==> src/rtl/vu_pkg.sv <==
// Shared types and helpers for the VU-meter window sequencer.
// Holds the sample width, the FSM state encoding, the level payload and saturating byte helpers.
package vu_pkg;

    localparam int unsigned SAMPLE_W = 8;

    typedef enum logic [1:0] {
        FILL = 2'd0,
        SCAN = 2'd1,
        DONE = 2'd2
    } state_e;

    typedef struct packed {
        logic [SAMPLE_W-1:0] avg;
        logic [SAMPLE_W-1:0] peak;
        logic [SAMPLE_W-1:0] hold;
    } level_t;

    // Magnitude of a signed byte; -128 has no positive twin and clamps to 127.
    function automatic logic [SAMPLE_W-1:0] abs_sat8(input logic signed [SAMPLE_W-1:0] x);
        logic [SAMPLE_W-1:0] u;
        u = $unsigned(x);
        if (u == 8'h80) begin
            return 8'h7F;
        end
        if (u[SAMPLE_W-1]) begin
            return SAMPLE_W'(~u + 8'd1);
        end
        return u;
    endfunction

    function automatic logic [SAMPLE_W-1:0] sat_sub8(input logic [SAMPLE_W-1:0] a,
                                                     input logic [SAMPLE_W-1:0] b);
        return (a > b) ? SAMPLE_W'(a - b) : '0;
    endfunction

endpackage

==> src/rtl/vu_abs_acc.sv <==
// Magnitude datapath for one window scan: sums |byte| and tracks the largest |byte|.
// The sum is one window deep wide (SAMPLE_W + LOG2N bits), so it cannot wrap.
module vu_abs_acc
    import vu_pkg::*;
#(
    parameter int unsigned LOG2N = 4
) (
    input  logic                        clk,
    input  logic                        rst,
    input  logic                        clr,
    input  logic                        en,
    input  logic signed [SAMPLE_W-1:0]  data,
    output logic [SAMPLE_W+LOG2N-1:0]   sum,
    output logic [SAMPLE_W-1:0]         pk
);

    localparam int unsigned SUM_W = SAMPLE_W + LOG2N;

    logic [SAMPLE_W-1:0] mag;

    assign mag = abs_sat8(data);

    always_ff @(posedge clk) begin
        if (rst || clr) begin
            sum <= '0;
            pk  <= '0;
        end else if (en) begin
            sum <= SUM_W'(sum + SUM_W'(mag));
            if (mag > pk) begin
                pk <= mag;
            end
        end
    end

endmodule

==> src/rtl/vu_window_ctrl.sv <==
// VU-meter window sequencer: accepts samples, drives the external window shift,
// scans the window after every HOP samples and publishes average, peak and decaying peak-hold.
module vu_window_ctrl
    import vu_pkg::*;
#(
    parameter int unsigned N_SAMPLES = 16,
    parameter int unsigned LOG2N     = 4,
    parameter int unsigned W         = 8 * N_SAMPLES,
    parameter int unsigned HOP       = 16,
    parameter int unsigned DECAY     = 1
) (
    input  logic                 clk,
    input  logic                 rst,
    input  logic                 s_valid,
    input  logic [SAMPLE_W-1:0]  s_data,
    output logic                 s_ready,
    output logic                 win_shift,
    output logic [SAMPLE_W-1:0]  win_data,
    input  logic [W-1:0]         win_bus,
    output logic [SAMPLE_W-1:0]  level_avg,
    output logic [SAMPLE_W-1:0]  level_peak,
    output logic [SAMPLE_W-1:0]  peak_hold,
    output logic                 level_valid,
    output logic                 busy
);

    localparam int unsigned         SUM_W    = SAMPLE_W + LOG2N;
    localparam logic [LOG2N-1:0]    LAST_IDX = LOG2N'(N_SAMPLES - 1);
    localparam logic [LOG2N-1:0]    HOP_LAST = LOG2N'(HOP - 1);
    localparam logic [SAMPLE_W-1:0] DECAY_B  = SAMPLE_W'(DECAY);

    state_e               state_q;
    state_e               state_d;
    logic [LOG2N-1:0]     samp_cnt;
    logic [LOG2N-1:0]     hop_cnt;
    logic                 primed;
    logic [LOG2N-1:0]     idx;
    logic                 accept;
    logic                 trigger;
    logic                 acc_en;
    logic [SAMPLE_W-1:0]  scan_byte;
    logic [SUM_W-1:0]     sum;
    logic [SAMPLE_W-1:0]  pk;
    logic [SAMPLE_W-1:0]  hold_dec;
    level_t               level_q;

    assign accept   = s_valid && s_ready;
    assign win_data = s_data;

    // The measurement fires on the accept that completes the first full window,
    // then on every HOP-th accept after it.
    assign trigger = accept &&
                     ((primed  && (hop_cnt  == HOP_LAST)) ||
                      (!primed && (samp_cnt == LAST_IDX)));

    // State register
    always_ff @(posedge clk) begin
        if (rst) begin
            state_q <= FILL;
        end else begin
            state_q <= state_d;
        end
    end

    // Next-state logic
    always_comb begin
        state_d = state_q;
        case (state_q)
            FILL: begin
                if (trigger) begin
                    state_d = SCAN;
                end
            end
            SCAN: begin
                if (idx == LAST_IDX) begin
                    state_d = DONE;
                end
            end
            DONE: begin
                state_d = FILL;
            end
            default: begin
                state_d = FILL;
            end
        endcase
    end

    // Output decode
    always_comb begin
        s_ready   = 1'b0;
        win_shift = 1'b0;
        busy      = 1'b0;
        acc_en    = 1'b0;
        case (state_q)
            FILL: begin
                s_ready   = !rst;
                win_shift = s_valid && !rst;
            end
            SCAN: begin
                busy   = 1'b1;
                acc_en = 1'b1;
            end
            DONE: begin
                busy = 1'b1;
            end
            default: begin
                busy = 1'b0;
            end
        endcase
    end

    // Priming and hop counters
    always_ff @(posedge clk) begin
        if (rst) begin
            samp_cnt <= '0;
            hop_cnt  <= '0;
            primed   <= 1'b0;
        end else if (accept) begin
            if (!primed) begin
                if (samp_cnt == LAST_IDX) begin
                    primed  <= 1'b1;
                    hop_cnt <= '0;
                end else begin
                    samp_cnt <= LOG2N'(samp_cnt + LOG2N'(1));
                end
            end else if (hop_cnt == HOP_LAST) begin
                hop_cnt <= '0;
            end else begin
                hop_cnt <= LOG2N'(hop_cnt + LOG2N'(1));
            end
        end
    end

    // Scan index walks oldest to newest byte while in SCAN
    always_ff @(posedge clk) begin
        if (rst || (state_q != SCAN)) begin
            idx <= '0;
        end else begin
            idx <= LOG2N'(idx + LOG2N'(1));
        end
    end

    assign scan_byte = win_bus[{idx, 3'b000} +: SAMPLE_W];

    vu_abs_acc #(
        .LOG2N (LOG2N)
    ) u_abs_acc (
        .clk  (clk),
        .rst  (rst),
        .clr  (trigger),
        .en   (acc_en),
        .data (scan_byte),
        .sum  (sum),
        .pk   (pk)
    );

    assign hold_dec = sat_sub8(level_q.hold, DECAY_B);

    // Level registers load as DONE exits; level_valid marks the following FILL cycle
    always_ff @(posedge clk) begin
        if (rst) begin
            level_q     <= '0;
            level_valid <= 1'b0;
        end else begin
            level_valid <= (state_q == DONE);
            if (state_q == DONE) begin
                level_q.avg  <= SAMPLE_W'(sum >> LOG2N);
                level_q.peak <= pk;
                level_q.hold <= (pk > hold_dec) ? pk : hold_dec;
            end
        end
    end

    assign level_avg  = level_q.avg;
    assign level_peak = level_q.peak;
    assign peak_hold  = level_q.hold;

endmodule
==> config.mk <==
export PLATFORM = sky130hd
export DESIGN_NAME = vu_window_ctrl
export DESIGN_NICKNAME = d
export VERILOG_FILES = /design/src/rtl/vu_pkg.sv /design/src/rtl/vu_abs_acc.sv /design/src/rtl/vu_window_ctrl.sv
export SDC_FILE = /design/constraint.sdc
export NUM_CORES = 1
export LEC_CHECK = 0
export ABC_AREA = 1
export BUFFER_PORTS_ARGS = -buffer_cell sky130_fd_sc_hd__buf_2
export CORE_MARGIN = 2
export CORE_UTILIZATION = 41
export CTS_CLUSTER_SIZE = 16
export DETAILED_ROUTE_END_ITERATION = 7
export PLACE_DENSITY = 0.68
export SETUP_SLACK_MARGIN = 0.2
export SLEW_MARGIN = 25
export SYNTH_ARGS = -nofsm -noshare
export SYNTH_HDL_FRONTEND = slang
export SYNTH_SLANG_ARGS = --single-unit
==> constraint.sdc <==
create_clock -name clk -period 7.66 [get_ports clk]
set_input_delay 0.766 -clock clk [delete_from_list [all_inputs] [get_ports clk]]
set_output_delay 0.766 -clock clk [all_outputs]
set_load 0.1 [all_outputs]
==> impl_metrics.json <==
{
  "finalPower_mw": 2.277,
  "clk_pin_slew_ps": 50,
  "ctsResizeCount": 0,
  "yosysTopAreaCell": "dfxtp_1",
  "fillers": 1237,
  "path_class": "reg -> reg",
  "r2r-start": "idx[0]$_SDFF_PP0_",
  "cpMaxStageDelayCell": "inv_2",
  "period_needed_ps": 4887,
  "drt_iter0_markers": 172,
  "pre_cts_ws_ps": 2820,
  "synthesis.area_um2": 4913,
  "core-area_um2": 11560,
  "max_slew_margin": 0.3659,
  "synth_top_area_frac": 0.2445,
  "finalHoldViolCount": 0,
  "ys_ff_latch": 60,
  "ys_seq_area_frac": 0.2445,
  "tns_ps": 0,
  "synth_edf_count": 0,
  "cts_buffer_depth": 2,
  "gr-total-overflow": 0,
  "wl_mm": 12.93,
  "fin_ws_ps": 2773,
  "io_pins": 175,
  "insertion_delay_ps": 330,
  "dieArea_um2": 12880,
  "worst_setup_path_end_kind": "flop",
  "final_core_util": 0.5168,
  "setup.worst_path.start_class": "flop",
  "hp-start": "hop_cnt[3]$_SDFFE_PP0P_",
  "max_freq_ghz": 0.2046,
  "cap_viol_max_count": 0,
  "hold_path_depth": 2,
  "cts-buffers-inserted": 9,
  "syn2layout_area_growth_pct": 21.64,
  "rsz0062_at_grt": "false",
  "critPathLaunch": "idx[0]$_SDFF_PP0_",
  "grt_max_degree": 69,
  "antenna_found_initial": 0,
  "vias": 5278,
  "cp.depth": 27,
  "avgSynthCellArea_um2": 6.081,
  "synth_area_leaders": "dfxtp_1 24%, nand2_1 16%, ha_1 8.4%",
  "drv_slew": 0,
  "path_delay_family": "simple AND/OR/NAND/NOR gates",
  "gr-usage-all-layers": 0.2065,
  "grt_pass1_wl_mm": 22.18,
  "grt_pass1_vias": 4937,
  "tightest_slew_ps": 947.7,
  "drt-pass1-iter-count": 4,
  "worstPathBufferInverterCount": 4,
  "hold_class": "reg -> reg",
  "synth.distinct_cells": 40,
  "post_drt_wl_per_cell_um": 11.92,
  "via_per_inst": 4.865,
  "holdBufCountCts": 0,
  "setup_violations": 0,
  "gp_congestion": 0.8217,
  "postSynthCellCount": 808,
  "yosysWarningCount": 0,
  "fin_skew_ps": 8.703,
  "diodes": 0,
  "synth_flop_cell": "dfxtp_1",
  "cpMostUsedCell": "nand2_1",
  "layout_common_cells": "209 x nand2_1, 158 x buf_2, 100 x nor2_1",
  "outcome": "finished, final reports clean",
  "fin_crit_sh": 0.6380,
  "post_cts_buffers": 0,
  "cts.sinks": 60,
  "syn-num-nets": 981,
  "ctsRootBufferMaster": "clkbuf_16",
  "cpPeakStageDelay_ps": 560,
  "htreeDepth": 3,
  "start_util": 0.4249,
  "crit_fanout": 68,
  "die_w_um": 113.5,
  "reg2regPathDepth": 27,
  "rows": 39,
  "async_flop_share": 0,
  "cp_data_arrival_time_ps": 5100,
  "p_leak_nw": 3.104,
  "place.port_buffers": 158,
  "power_density_nw_per_um2": 381.0,
  "final_common_cell": "nand2_1",
  "final_nets": 1110,
  "required_ps": 7870,
  "timing.hold.ws_ps": 476.2,
  "place_hpwl_mm": 9.911,
  "ir_drop_mv": 0.2265,
  "ant_nets": 0,
  "drc": 0,
  "die_y_um": 113.5,
  "cts_tree": "done",
  "final_layout_size_suffix_gt1_frac": 0.2208
}
## flip-flops by register name, summed over array words and instances, names as in the netlist
register and flops:
level_avg 8, u_abs_acc.pk 8, peak_hold 8, primed 1, samp_cnt 4, level_valid 1, level_peak 8, u_abs_acc.sum 12
idx 4, hop_cnt 4, state_q 2
## kinds of logic (layout without fill, tap and decap cells)
family / after synthesis / count (layout) / synth area share
AND/OR/NAND/NOR: 387 / 387 / 0.3310
AO/OA/AOI/OAI: 176 / 176 / 0.1953
buffers and inverters: 144 / 278 / 0.1286
flip-flops: 60 / 60 / 0.2445
adder cells (fa/ha/maj): 34 / 34 / 0.08811
XOR/XNOR: 7 / 7 / 0.01248
## worst paths after layout
path	end	slack, ps
worst max-delay path	u_abs_acc.sum[10]$_SDFFE_PP0N_	2770
worst min register to register	hop_cnt[3]$_SDFFE_PP0P_	480
worst max register to register	u_abs_acc.sum[10]$_SDFFE_PP0N_	2770
worst min-delay path	hop_cnt[3]$_SDFFE_PP0P_	480
## report_power, final
part	internal (mW)	leakage [nW]	total [mW]	switching [mW]
registers	0.389	0.488	0.447	0.0573
clock network	0.286	0.158	0.421	0.135
logic	0.398	2.46	1.41	1.01
total	1.07	3.10	2.28	1.20
## cells in the mapped netlist, types with 2 or more instances
library cell,count
nor2_2,2
nand2_1,209
buf_2,16
a211oi_1,4
clkinv_1,5
nand3_1,49
a21oi_2,8
xnor2_1,4
inv_2,4
a21oi_1,68
buf_1,2
inv_1,92
or2_2,3
ha_1,33
nand4_1,4
o21ai_1,16
and3_1,2
nor3_1,7
clkbuf_1,11
xor2_1,3
nor2_1,100
buf_4,10
o211ai_1,3
buf_6,3
o21bai_1,2
o21ai_0,65
o22ai_1,5
dfxtp_1,60
nand2_2,4
nor2_4,4
## stage by stage
step | area [um2] | cells
2_1_floorplan | 4913 | 808
3_3_place_gp | 5654 | 1069
3_5_place_dp | 5654 | 1069
4_1_cts | 5977 | 1085
5_1_grt | 5977 | 1085
6_report | 5977 | 1085
## metal layers
metal | vias to the layer above | wire length [um] | track usage
met1 | 2315 | 6096 | 0.2686
met3 | 16 | 494 | 0.03985
met2 | 97 | 6169 | 0.3465
li1 | 2850 | - | -
met5 | - | 0 | 0
met4 | 0 | 171 | 0.06504
## final cells by class
cell class              instances  area (um2)  area share
inverters                     101       379.1     0.06343
clock inverters                 3       42.54    0.007117
flip-flops and latches         60        1202      0.2012
well taps                     143       178.9     0.02994
repair buffers                161       813.3      0.1361
clock buffers                  13       280.3     0.04689
multi-input cells             604        3080      0.5154
## worst reg2reg max path, stage by stage, from the launching register on
cell	delay, ps
dfxtp_2	300
buf_4	520
inv_2	590
o21ai_0	340
o22ai_1	100
nand2_1	60
nand2_1	100
nor2_4	190
ha_1	200
nand3_1	130
nor2_4	150
nand3_4	110
nand2_2	100
ha_1	160
inv_1	60
fa_1	390
o21ai_0	290
nand2_1	80
nand2_1	70
a21oi_1	80
inv_1	60
a21oi_1	50
o21bai_1	160
nand2_1	70
nor2_1	130
nand2_1	80
o21ai_0	150
a21oi_1	50
Power figures use the tool's default switching activity.
